--- config.mk ---
export PLATFORM = sky130hd
export DESIGN_NAME = instruction_serializer_flat
export DESIGN_NICKNAME = d
export VERILOG_FILES = /design/src/rtl/instruction_serializer_pkg.sv /design/src/rtl/instruction_serializer_if.sv /design/src/rtl/instruction_serializer_phase_timer.sv /design/src/rtl/instruction_serializer.sv /design/src/flat_wrapper.sv
export SDC_FILE = /design/constraint.sdc
export NUM_CORES = 1
export LEC_CHECK = 0
export CELL_PAD_IN_SITES_DETAIL_PLACEMENT = 0
export CELL_PAD_IN_SITES_GLOBAL_PLACEMENT = 1
export CORE_ASPECT_RATIO = 0.5
export CORE_UTILIZATION = 49
export DETAILED_ROUTE_END_ITERATION = 10
export PLACE_DENSITY_LB_ADDON = 0.3
export RECOVER_POWER = 100
export SLEW_MARGIN = 10
export SYNTH_ARGS = -nofsm -noshare
export SYNTH_HDL_FRONTEND = slang
export SYNTH_HIERARCHICAL = 1
export SYNTH_SLANG_ARGS = --single-unit
--- constraint.sdc ---
create_clock -name clk -period 4 [get_ports clk]
set_clock_uncertainty 0.15 [all_clocks]
set_input_delay 0.4 -clock clk [delete_from_list [all_inputs] [get_ports clk]]
set_output_delay 0.4 -clock clk [all_outputs]
set_load 0.005 [all_outputs]
--- src/rtl/instruction_serializer_pkg.sv ---
// Shared definitions for the instruction link transmitter: word layout and FSM states.
package instruction_serializer_pkg;

  localparam int INSTR_W       = 11;
  localparam int ACTIVE_BIT    = 10;
  localparam int MODE_BIT      = 9;
  localparam int SERVO_SEL_BIT = 8;
  localparam int POS_MSB       = 7;
  localparam int BIT_IDX_W     = $clog2(INSTR_W);

  typedef enum logic [2:0] {
    ST_IDLE   = 3'd0,
    ST_LRST   = 3'd1,
    ST_SETUP  = 3'd2,
    ST_STROBE = 3'd3,
    ST_HOLD   = 3'd4,
    ST_GAP    = 3'd5
  } ser_state_e;

  function automatic int max_of5(input int a, input int b, input int c, input int d, input int e);
    int m;
    m = a;
    if (b > m) m = b;
    if (c > m) m = c;
    if (d > m) m = d;
    if (e > m) m = e;
    return m;
  endfunction

endpackage

--- src/rtl/instruction_serializer_if.sv ---
// Word handshake between a command source and the serializer.
interface instruction_serializer_if;
  import instruction_serializer_pkg::*;

  logic               tx_valid;
  logic [INSTR_W-1:0] tx_data;
  logic               tx_ready;
  logic               busy;

  modport master (output tx_valid, output tx_data, input tx_ready, input busy);
  modport slave  (input tx_valid, input tx_data, output tx_ready, output busy);
endinterface

--- src/rtl/instruction_serializer_phase_timer.sv ---
// Loadable down-counter timing each serializer phase; expired flags a count of zero.
module phase_timer #(
  parameter int W = 8
) (
  input  logic         clk,
  input  logic         reset,
  input  logic         load,
  input  logic [W-1:0] load_val,
  output logic         expired
);

  logic [W-1:0] count;

  // Count down from the loaded value and park at zero.
  always_ff @(posedge clk or negedge reset) begin
    if (!reset) begin
      count <= '0;
    end else if (load) begin
      count <= load_val;
    end else if (count != '0) begin
      count <= count - W'(1);
    end
  end

  assign expired = (count == '0);

endmodule

--- src/rtl/instruction_serializer.sv ---
// Serializes an 11-bit instruction MSB first over a link_reset / set_bit / input_bit link.
module instruction_serializer
  import instruction_serializer_pkg::*;
#(
  parameter int RST_CYCLES  = 100,
  parameter int BIT_SETUP   = 50,
  parameter int STROBE_HIGH = 100,
  parameter int BIT_HOLD    = 50,
  parameter int FRAME_GAP   = 1000
) (
  input  logic                     clk,
  input  logic                     reset,
  instruction_serializer_if.slave  tx,
  output logic                     link_reset,
  output logic                     set_bit,
  output logic                     input_bit,
  output logic                     frame_done
);

  localparam int CNT_W = $clog2(max_of5(RST_CYCLES, BIT_SETUP, STROBE_HIGH, BIT_HOLD, FRAME_GAP)) + 1;

  // Each phase loads (length-1) on entry and leaves when the timer reads zero.
  localparam logic [CNT_W-1:0] LD_RST   = CNT_W'(RST_CYCLES - 1);
  localparam logic [CNT_W-1:0] LD_SETUP = CNT_W'(BIT_SETUP - 1);
  localparam logic [CNT_W-1:0] LD_HIGH  = CNT_W'(STROBE_HIGH - 1);
  localparam logic [CNT_W-1:0] LD_HOLD  = CNT_W'(BIT_HOLD - 1);
  localparam logic [CNT_W-1:0] LD_GAP   = CNT_W'(FRAME_GAP - 1);

  ser_state_e           state, state_nxt;
  logic [INSTR_W-1:0]   shreg, shreg_nxt;
  logic [BIT_IDX_W-1:0] bit_idx, bit_idx_nxt;
  logic                 ready, ready_nxt;
  logic                 busy, busy_nxt;
  logic                 link_reset_nxt, set_bit_nxt, input_bit_nxt, frame_done_nxt;
  logic                 load;
  logic [CNT_W-1:0]     load_val;
  logic                 expired;

  phase_timer #(.W(CNT_W)) u_timer (
    .clk      (clk),
    .reset    (reset),
    .load     (load),
    .load_val (load_val),
    .expired  (expired)
  );

  assign tx.tx_ready = ready;
  assign tx.busy     = busy;

  // State, shift register and all link outputs are registered together.
  always_ff @(posedge clk or negedge reset) begin
    if (!reset) begin
      state      <= ST_IDLE;
      shreg      <= '0;
      bit_idx    <= '0;
      ready      <= 1'b1;
      busy       <= 1'b0;
      link_reset <= 1'b0;
      set_bit    <= 1'b0;
      input_bit  <= 1'b0;
      frame_done <= 1'b0;
    end else begin
      state      <= state_nxt;
      shreg      <= shreg_nxt;
      bit_idx    <= bit_idx_nxt;
      ready      <= ready_nxt;
      busy       <= busy_nxt;
      link_reset <= link_reset_nxt;
      set_bit    <= set_bit_nxt;
      input_bit  <= input_bit_nxt;
      frame_done <= frame_done_nxt;
    end
  end

  // Phase sequencing and next values of the registered outputs.
  always_comb begin
    state_nxt      = state;
    shreg_nxt      = shreg;
    bit_idx_nxt    = bit_idx;
    ready_nxt      = ready;
    busy_nxt       = busy;
    link_reset_nxt = link_reset;
    set_bit_nxt    = set_bit;
    input_bit_nxt  = input_bit;
    frame_done_nxt = 1'b0;
    load           = 1'b0;
    load_val       = '0;
    case (state)
      ST_IDLE: begin
        if (tx.tx_valid) begin
          state_nxt      = ST_LRST;
          shreg_nxt      = tx.tx_data;
          bit_idx_nxt    = BIT_IDX_W'(INSTR_W - 1);
          ready_nxt      = 1'b0;
          busy_nxt       = 1'b1;
          link_reset_nxt = 1'b1;
          set_bit_nxt    = 1'b0;
          input_bit_nxt  = 1'b0;
          load           = 1'b1;
          load_val       = LD_RST;
        end
      end
      ST_LRST: begin
        if (expired) begin
          state_nxt      = ST_SETUP;
          link_reset_nxt = 1'b0;
          input_bit_nxt  = shreg[bit_idx];
          load           = 1'b1;
          load_val       = LD_SETUP;
        end
      end
      ST_SETUP: begin
        if (expired) begin
          state_nxt   = ST_STROBE;
          set_bit_nxt = 1'b1;
          load        = 1'b1;
          load_val    = LD_HIGH;
        end
      end
      ST_STROBE: begin
        if (expired) begin
          state_nxt      = ST_HOLD;
          set_bit_nxt    = 1'b0;
          frame_done_nxt = (bit_idx == '0);
          load           = 1'b1;
          load_val       = LD_HOLD;
        end
      end
      ST_HOLD: begin
        if (expired) begin
          load = 1'b1;
          if (bit_idx != '0) begin
            state_nxt     = ST_SETUP;
            bit_idx_nxt   = bit_idx - BIT_IDX_W'(1);
            input_bit_nxt = shreg[bit_idx - BIT_IDX_W'(1)];
            load_val      = LD_SETUP;
          end else begin
            state_nxt = ST_GAP;
            load_val  = LD_GAP;
          end
        end
      end
      ST_GAP: begin
        if (expired) begin
          state_nxt = ST_IDLE;
          ready_nxt = 1'b1;
          busy_nxt  = 1'b0;
        end
      end
      default: begin
        state_nxt = ST_IDLE;
        ready_nxt = 1'b1;
        busy_nxt  = 1'b0;
      end
    endcase
  end

endmodule
--- src/flat_wrapper.sv ---
// flat-port wrapper written by rule: the top's interface ports become plain ports
module instruction_serializer_flat import instruction_serializer_pkg::*;
#(
  parameter int RST_CYCLES  = 100,
  parameter int BIT_SETUP   = 50,
  parameter int STROBE_HIGH = 100,
  parameter int BIT_HOLD    = 50,
  parameter int FRAME_GAP   = 1000
)
  (clk, reset, link_reset, set_bit, input_bit, frame_done, tx_tx_valid, tx_tx_data, tx_tx_ready, tx_busy);
  instruction_serializer_if tx_i ();
  input  logic clk;
  input  logic reset;
  output logic link_reset;
  output logic set_bit;
  output logic input_bit;
  output logic frame_done;
  input wire logic [$bits(tx_i.tx_valid)-1:0] tx_tx_valid;
  input wire logic [$bits(tx_i.tx_data)-1:0] tx_tx_data;
  output wire logic [$bits(tx_i.tx_ready)-1:0] tx_tx_ready;
  output wire logic [$bits(tx_i.busy)-1:0] tx_busy;
  assign tx_i.tx_valid = tx_tx_valid;
  assign tx_i.tx_data = tx_tx_data;
  assign tx_tx_ready = tx_i.tx_ready;
  assign tx_busy = tx_i.busy;
  instruction_serializer #(.RST_CYCLES(RST_CYCLES), .BIT_SETUP(BIT_SETUP), .STROBE_HIGH(STROBE_HIGH), .BIT_HOLD(BIT_HOLD), .FRAME_GAP(FRAME_GAP)) u_core (.clk(clk), .reset(reset), .tx(tx_i), .link_reset(link_reset), .set_bit(set_bit), .input_bit(input_bit), .frame_done(frame_done));
endmodule
After elaboration in Yosys (flattened, before gate mapping)

Cells that the tools add are included.

Register bits after elaboration: 35
Bits of input ports: 14
Output and inout port bits: 6
Word-level logic and storage cells: 87

Add/sub/neg operators: 2
Magnitude comparators: 2
Equality and inequality tests: 12
Multiplexer cells: 41
Bitwise gates (word level): 1
Reduce and logical (&&, ||, !) cells: 19

Operators with widths:

| operator                                                              | number |
|---|---|
| 11-bit one-hot mux with 4 select lines                                | 1 |
| 11-bit two-way mux                                                    | 3 |
| 3-bit two-way mux                                                     | 7 |
| 3-bit one-hot mux with 6 select lines                                 | 1 |
| 7-bit two-way mux                                                     | 2 |
| 1-bit two-way mux                                                     | 13 |
| 4-bit two-way mux                                                     | 3 |
| 2-bit by 1-bit != test with 1-bit output (second input constant)      | 6 |
| 1-bit one-hot mux with 3 select lines                                 | 4 |
| 11-bit zero test                                                      | 1 |
| 11-bit nonzero test                                                   | 1 |
| 11-bit by 1-bit subtractor with 11-bit output (second input constant) | 1 |
| 4-bit by 5-bit < comparator with 1-bit output (second input constant) | 2 |
| 10-bit two-way mux                                                    | 1 |
| 1-bit binary-select mux with 4-bit select                             | 2 |
| 4-bit one-hot mux with 2 select lines                                 | 1 |
| 4-bit AND reduction                                                   | 2 |
| 3-bit by 2-bit == test with 1-bit output (second input constant)      | 2 |
| 3-bit == test (second input constant)                                 | 2 |
| 6-bit two-way mux                                                     | 1 |
| 3-bit AND reduction                                                   | 2 |
| 6-bit AND reduction                                                   | 1 |
| 2-bit nonzero test                                                    | 3 |
| 3-bit nonzero test                                                    | 2 |
| other kinds (12)                                                      | 13 |

Logic depth before layout (Yosys ltp)

Gate-level depths: netlist of the first run.

Depth in word-level cells: 6
Gate-level depth with buffers: 12
Gate-level depth less buffers: 9

Hierarchy

The synthesis of the first run kept the hierarchy.

Modules (own cells, without submodules):

| module                 | times used | cells an instance | area an instance (sq um) | seq. area each (sq um) |
|---|---|---|---|---|
| instruction_serializer | 1          | 145               | 1525.2                   | 601.8 |
| phase_timer            | 1          | 68                | 674.4                    | 275.3 |

Least setup slack after synthesis of the first run

Ideal clock, no wire load.

Path kind: flip-flop to flip-flop
Start: register u_core.u_timer.count[0]
End: register u_core.u_timer.count[10]
Library setup time: 137 ps
Data arrival time: 2304 ps
Data required time: 3713 ps
Setup slack: 1409 ps
Cell stages (with the launch flop): 11
Buffers on the path: 4
Period minus slack after synthesis: 2591 ps
Cells stage by stage: dfrtp_1 -> inv_1 -> ha_1 -> nor2b_1 -> and3_1 -> buf_6 -> clkbuf_1 -> a31o_2 -> buf_2 -> buf_1 -> o21ai_0

Word-level cells in the longest chain between the ends: 4
Elaborated cells on any way between the ends: 8
Those cells by class: 1 x add/sub; 4 x mux; 3 x reduce/logical

RTL lines:

| element                                                  | line                                     | text |
|---|---|---|
| start, declared                                          | instruction_serializer_phase_timer.sv:12 | `logic [W-1:0] count;` |
| start signal, assigned                                   | instruction_serializer_phase_timer.sv:19 | `count <= load_val;` |
| start signal, assigned                                   | instruction_serializer_phase_timer.sv:21 | `count <= count - W'(1);` |
| 11-bit zero test *                                       | instruction_serializer_phase_timer.sv:25 | `assign expired = (count == '0);` |
| net u_core.expired                                       | instruction_serializer.sv:37             | `logic expired;` |
| 1-bit two-way mux *                                      | --                                       |  |
| 1-bit one-hot mux with 2 select lines *                  | instruction_serializer.sv:88             | `case (state)` |
| net u_core.load                                          | instruction_serializer.sv:35             | `logic load;` |
| 11-bit two-way mux or 2-bit nonzero test (tied branches) | --                                       |  |

Mark *: on every way through the listed nets, which the timed path passes. The rest lies on a longest branch. The select of a mux whose other input is x is not followed.
A chain may end at the register's enable or synchronous reset.

Final worst setup path of the first run

Start: register u_core.u_timer.count[1]
End: register u_core.u_timer.count[8]

The elaborated chain is that of the path after synthesis.

==> results of run 1 <==
cell usage after synthesis (2+ instances only):
cell type  instances
dfrtp_1           34
nand2_1           16
nor2_1            15
mux2_2            13
a21oi_1           10
o21ai_0            9
buf_2              6
inv_1              6
nand2b_1           6
nor2b_1            5
nor3_1             5
xnor2_1            5
clkbuf_1           4
mux4_1             4
nand3_1            4
nor4_1             4
a21boi_0           3
buf_6              3
mux2i_1            3
nand3b_1           3
nor3_2             3
o21a_1             3
o31ai_1            3
a211oi_1           2
a22o_1             2
a2bb2oi_1          2
a31o_2             2
and3_1             2
ha_1               2
nor4_4             2
o21ai_2            2
o21bai_1           2
o22ai_1            2
o41ai_1            2
xor2_1             2
logic make-up after synthesis:
group	Yosys count
other	1
buffers and inverters	22
AOI/OAI and AO/OA	55
and+or+nand+nor	70
adders and majority gates	2
DFF	35
muxes	21
xor gates and xnor gates	7
routing by layer:
metal  vias to the layer above  track usage  wire, um
met3                         8       0.0530       166
met5                         -            0         0
met2                        30        0.312      1920
met4                         0       0.0697        57
li1                        808            -         -
met1                       784        0.249      1960
registers in the layout (all words and copies together) (netlist names):
register              cells
u_core/bit_idx            4
u_core/state              3
u_core/tx.tx_ready        1
u_core/shreg             11
u_core/set_bit            1
u_core/input_bit          1
u_core/frame_done         1
u_core/u_timer/count     11
u_core/link_reset         1
u_core/tx.busy            1
final timing paths:
path | start | endpoint | slack, ps
hold reg to reg | u_core/set_bit | u_core/set_bit | 350
min in group asynchronous | reset | u_core/u_timer/count[8] | 1000
hold / removal | u_core/set_bit | u_core/set_bit | 350
setup reg to reg | u_core/u_timer/count[1] | u_core/u_timer/count[8] | 840
max in group asynchronous | reset | u_core/state[2] | 1640
setup / recovery | u_core/u_timer/count[1] | u_core/u_timer/count[8] | 840
layout make-up:
class / count / area, sq um / area share
inverters: 6 / 22.5 / 0.00926
flip-flops and latches: 35 / 877 / 0.361
repair buffers: 21 / 198 / 0.0813
clock buffers: 6 / 82.6 / 0.0340
multi-input cells: 157 / 1180 / 0.485
well taps: 54 / 67.6 / 0.0278
clock inverters: 1 / 5.00 / 0.00206
through the flow:
step,power [uW],cells,setup slack (ps),area [sq um]
after global placement,1300,273,1190,2370
after global routing,1680,280,590,2430
after floorplan,1200,214,1410,2200
after detailed placement,1330,273,1060,2370
after CTS,1590,280,1060,2460
final,1550,280,843,2430
power groups by stage:
| stage | clock, uW | sequential, uW | combinational (uW) |
|---|---|---|---|
| after floorplan | 0 | 606 | 594 |
| after CTS | 266 | 702 | 619 |
| after global routing | 287 | 733 | 662 |
| after detailed placement | 0 | 709 | 617 |
| after global placement | 0 | 700 | 601 |
| final | 257 | 702 | 593 |
worst min-delay path, delay by kind of cell (launching register included):
| family | cells | cell delay (ps) |
|---|---|---|
| compound gates | 1 | 40 |
| flops | 1 | 350 |
| simple gates | 1 | 70 |
==> impl_metrics.tcl, run 1 <==
set metrics [dict create \
    outcome "finished with violations" \
    failed_checks "capacitance limit, slew limit" \
    crit_path_max_incr_delay_ps 570 \
    cell_at_the_slowest_stage_of_the_critical_path "a31o_1" \
    worstSkewPairLatency_ps 290 \
    antenna_violating_nets_post_route 0 \
    crit_path_max_fanout 21 \
    postSynthRegisterBits 35 \
    internal_power_uw 980 \
    fin_hold_ws_ps 354 \
    timing.setup.critical_path_class "reg2reg" \
    dieHeight_um 49.4 \
    grt_overflow 0 \
    maximum_clock_frequency_mhz 317 \
    cp.arrival_ps 3180 \
    synth-simple-area-share 0.183 \
    critical_path.cell_chain "inv_1 -> ha_1 -> nor2b_1 -> and3_1 -> o21ai_0 -> a21oi_1 -> a31o_1 -> nor2b_1 -> a221o_1" \
    min_path_cells 2 \
    number_of_buffer_and_inverter_instances_along_the_worst_setup_path 1 \
    power.clock.fraction 0.165 \
    postSynthAreaPerCell_sq_um 10.3 \
    critical-path-top-cell-by-count "nor2b_1" \
    data_required_time_of_the_critical_path_ps 4020 \
    category_of_the_worst_setup_path_launch_point "register" \
    p_per_area_mw_per_mm2 638 \
    clk_path_buf_depth 2 \
    complex_gate_fraction_of_the_synthesized_area 0.185 \
    post_cts.repair.setup_buffers 0 \
    synth_async_sr_flop_share 1.00 \
    width_of_the_die_um 96.8 \
    layout-drive-gt1-share 0.133 \
    tritoncts_num_sinks 35 \
    rsz_0062_raised_after_global_routing "no" \
    clk_transition_reported_paths_ps 70 \
    max_slew_margin -0.232 \
    start_util 0.536 \
    timing.max_cap.violations 2 \
    postRouteWirelength_mm 4.11 \
    final-setup-viol-count 0 \
    leakagePower_uw 0.000962 \
    tritoncts.num_buffers 5 \
    synth-seq-area-share 0.399 \
    synth.area.top_cells "dfrtp_1 39%, mux2_2 6.7%, mux4_1 4.8%, nand2_1 2.7%, nor2_1 2.6%" \
    synth_enable_flop_cells 0 \
    vias 1630 \
    layout.cells.most_common "dfrtp_1" \
    tritoncts "yes" \
    timing.final.max_slew_violations 49 \
    worst_ir_drop_vdd_mv 0.292 \
    hpwl_mm 2.93 \
    floorplan.rows 16 \
    synth_largest_area_cell "dfrtp_1" \
    die_area_sq_mm 0.00478 \
    timing.setup.tns_ps 0 \
    post_cts_resized 0 \
    pwr-share-comb 0.382 \
    layout.core_utilization 0.593 \
    core_area_sq_mm 0.00410 \
    wl_per_cell_um 14.7 \
    placement.io_buffers 19 \
    hold_violations 0 \
    path_depth 9 \
    synth_largest_type_area_fraction 0.387 \
    first_global_vias 1509 \
    top_level_ports 20 \
    seq_power_share 0.453 \
    cts_hold_repair.buffers 0 \
    grtUsageTotal 0.192 \
    num-fill-cells 355 \
    dominantRegCellSynth "dfrtp_1" \
    detail_route.drc_violations 0 \
    antenna_found_initial 0 \
    grt_first_pass_wirelength_mm 7.18 \
    synth_xor_area_frac 0.0279 \
    gp_congestion 0.753 \
    sw_pwr_uw 572 \
    synthDistinctLibCells 57 \
    ys.warnings.count 6 \
    holdCritPathClass "reg2reg" \
    grt_max_degree 36 \
    count_of_antenna_diodes_in_the_layout 0 \
    critical-path-top-delay-family "compound AO/OA/AOI/OAI gates" \
    synth_top_family_by_area "compound AO/OA/AOI/OAI gates" \
    worst_pin_slew_ps 1850 \
    finalCritPeriodShare 0.789 \
    initialDrtViolationCount 71 \
    end_kind "register" \
    mostFrequentLayoutCells "34 x dfrtp_1, 16 x nand2_1, 15 x nor2_1" \
    clk_root_buffer_cell "clkbuf_8" \
    drt_pre_antenna_iters 4 \
    areaGrowthSynthToFinish_pct 10.6 \
    r2r.worst_path.cells 9 \
    synth.mux.area_fraction 0.135 \
    synthCells 213 \
    finalCriticalPeriod_ps 3160 \
    total_standard_cell_area_after_synthesis_sq_mm 0.00220 \
    synth-adder-area-share 0.0114 \
    ctsHtreeMaxLevel 2 \
    p_sw_frac 0.369 \
    route.detailed.vias_per_inst 5.82 \
    layout_nets 242 \
]
Note: power is estimated with default switching activity, not from simulation.
==> run 2: changes to the inputs <==
--- a/config.mk
+++ b/config.mk
@@ -8,7 +8,7 @@
 export CELL_PAD_IN_SITES_DETAIL_PLACEMENT = 0
 export CELL_PAD_IN_SITES_GLOBAL_PLACEMENT = 1
 export CORE_ASPECT_RATIO = 0.5
-export CORE_UTILIZATION = 49
+export CORE_UTILIZATION = 45
 export DETAILED_ROUTE_END_ITERATION = 10
 export PLACE_DENSITY_LB_ADDON = 0.3
 export RECOVER_POWER = 100
==> constraint.sdc (replaced) <==
create_clock -name clk -period 3.1 [get_ports clk]
set_clock_uncertainty 0.15 [all_clocks]
set_input_delay 0.31 -clock clk [delete_from_list [all_inputs] [get_ports clk]]
set_output_delay 0.31 -clock clk [all_outputs]
set_load 0.005 [all_outputs]
==> run 2 against run 1 <==
Effect of this change: the flow still finishes with violations (capacitance limit, slew limit); clock power grew 42%; critical path depth stayed put; first-iteration DRC count down 4.2%; global-route usage down 0.063 points; critical path type unchanged.
==> impl_metrics.tcl, run 2 (same netlist as run 1, synthesis figures left out) <==
set metrics [dict create \
    outcome "finished with violations" \
    failed_checks "capacitance limit, slew limit" \
    count_of_antenna_diodes_in_the_layout 0 \
    finalCriticalPeriod_ps 2750 \
    num-fill-cells 446 \
    critical_path.reg2reg.endpoint "u_core/input_bit" \
    category_of_the_worst_setup_path_launch_point "register" \
    min_path_cells 2 \
    cts_hold_repair.buffers 0 \
    reg_to_reg_slack_setup_ps 350 \
    post_cts_resized 0 \
    drt_pre_antenna_iters 4 \
    critical_path.reg2reg.startpoint "u_core/u_timer/count[0]" \
    largest_registers "u_core/shreg x11, u_core/u_timer/count x11, u_core/bit_idx x4" \
    dieHeight_um 51.4 \
    p_per_area_mw_per_mm2 832 \
    clk_path_buf_depth 2 \
    worstSkewPairLatency_ps 290 \
    grt_first_pass_wirelength_mm 7.42 \
    finalCritPeriodShare 0.888 \
    cp.arrival_ps 2790 \
    layout.core_utilization 0.548 \
    floorplan.rows 17 \
    gp_congestion 0.787 \
    vias 1635 \
    initialDrtViolationCount 68 \
    worst_pin_slew_ps 1890 \
    antenna_found_initial 0 \
    ctsHtreeMaxLevel 2 \
    grt_overflow 0 \
    r2r.worst_path.cells 9 \
    post_cts.repair.setup_buffers 0 \
    hold_violations 0 \
    mostFrequentLayoutCells "34 x dfrtp_1, 16 x nand2_1, 15 x nor2_1" \
    postRouteWirelength_mm 4.33 \
    grtUsageTotal 0.192 \
    leakagePower_uw 0.000983 \
    top_level_ports 20 \
    layout-drive-gt1-share 0.152 \
    start_util 0.483 \
    timing.final.max_slew_violations 36 \
    detail_route.drc_violations 0 \
    multi_input_area_sq_mm 0.00119 \
    tritoncts_num_sinks 35 \
    wl_per_cell_um 14.6 \
    grt_max_degree 36 \
    timing.max_cap.violations 1 \
    worst_ir_drop_vdd_mv 0.430 \
    timing.setup.critical_path_class "reg2reg" \
    first_global_vias 1571 \
    end_kind "register" \
    maximum_clock_frequency_mhz 363 \
    sequential_cell_area_sq_um 877 \
    placement.io_buffers 19 \
    layout_nets 245 \
    clk_root_buffer_cell "clkbuf_8" \
    die_area_sq_mm 0.00519 \
    clk_transition_reported_paths_ps 70 \
    tritoncts.num_buffers 5 \
    crit_path_max_fanout 20 \
    holdCritPathClass "reg2reg" \
    route.detailed.vias_per_inst 5.52 \
    rsz_0062_raised_after_global_routing "no" \
    hp-start "u_core/link_reset" \
    antenna_violating_nets_post_route 0 \
    width_of_the_die_um 101 \
    data_required_time_of_the_critical_path_ps 3140 \
    tritoncts "yes" \
    layout.cells.most_common "dfrtp_1" \
    areaGrowthSynthToFinish_pct 13.3 \
    timing.setup.tns_ps 0 \
    max_slew_margin -0.263 \
    hpwl_mm 2.95 \
    min_delay_worst_endpoint "u_core/link_reset" \
    final-setup-viol-count 0 \
    core_area_sq_mm 0.00455 \
]
[run 2: area by class of cell]
class | instances | share of cell area
inverters | 6 | 0.00904
well taps | 66 | 0.0331
repair buffers | 24 | 0.0884
flip-flops and latches | 35 | 0.352
multi-input cells | 157 | 0.477
clock buffers | 8 | 0.0402
[run 2: worst max-delay path by stage]
stage | from | endpoint | slack [ps] | depth (start not counted)
floorplan | u_core/u_timer/count[0] | u_core/u_timer/count[10] | 510 | 10
global placement | u_core/u_timer/count[0] | u_core/u_timer/count[8] | 560 | 8
detailed placement | u_core/u_timer/count[0] | u_core/u_timer/count[8] | 500 | 8
CTS | u_core/u_timer/count[0] | u_core/input_bit | 420 | 9
global route | u_core/u_timer/count[0] | u_core/input_bit | 120 | 9
finish | u_core/u_timer/count[0] | u_core/input_bit | 350 | 9
[run 2: per-stage QoR]
step           total power (uW)  instance area (sq um)  setup slack [ps]  instances  hold slack (ps)
2_1_floorplan              1550                   2200               509        214             -136
3_3_place_gp               1710                   2410               559        288              341
3_5_place_dp               1730                   2410               505        288              351
4_1_cts                    2110                   2510               418        296              293
5_1_grt                    2240                   2490               119        296              399
6_report                   2070                   2490               346        296              357
[run 2: worst max-delay path, cell delays in order, from the launching register on]
cell      delay, ps
dfrtp_1         400
inv_1           100
ha_1            200
nor2b_1         290
and3_1          240
buf_4           260
nand2b_1        180
nor3_2          400
o211ai_1        190
o311ai_2        240
[run 2: power by group]
part / leakage (uW) / switching, uW / internal, uW
clock network: 0.0000515 / 163 / 203
registers: 0.000417 / 228 / 641
logic: 0.000515 / 372 / 467
total: 0.000983 / 764 / 1310
[run 2: metal layers]
metal | vias up | wire length [um] | part of all wire | global-route usage
met5 | - | 0 | 0 | 0
met4 | 0 | 66 | 0.015 | 0.0845
met3 | 9 | 163 | 0.038 | 0.0492
met2 | 29 | 1930 | 0.45 | 0.311
met1 | 785 | 2160 | 0.50 | 0.246
li1 | 812 | - | - | -
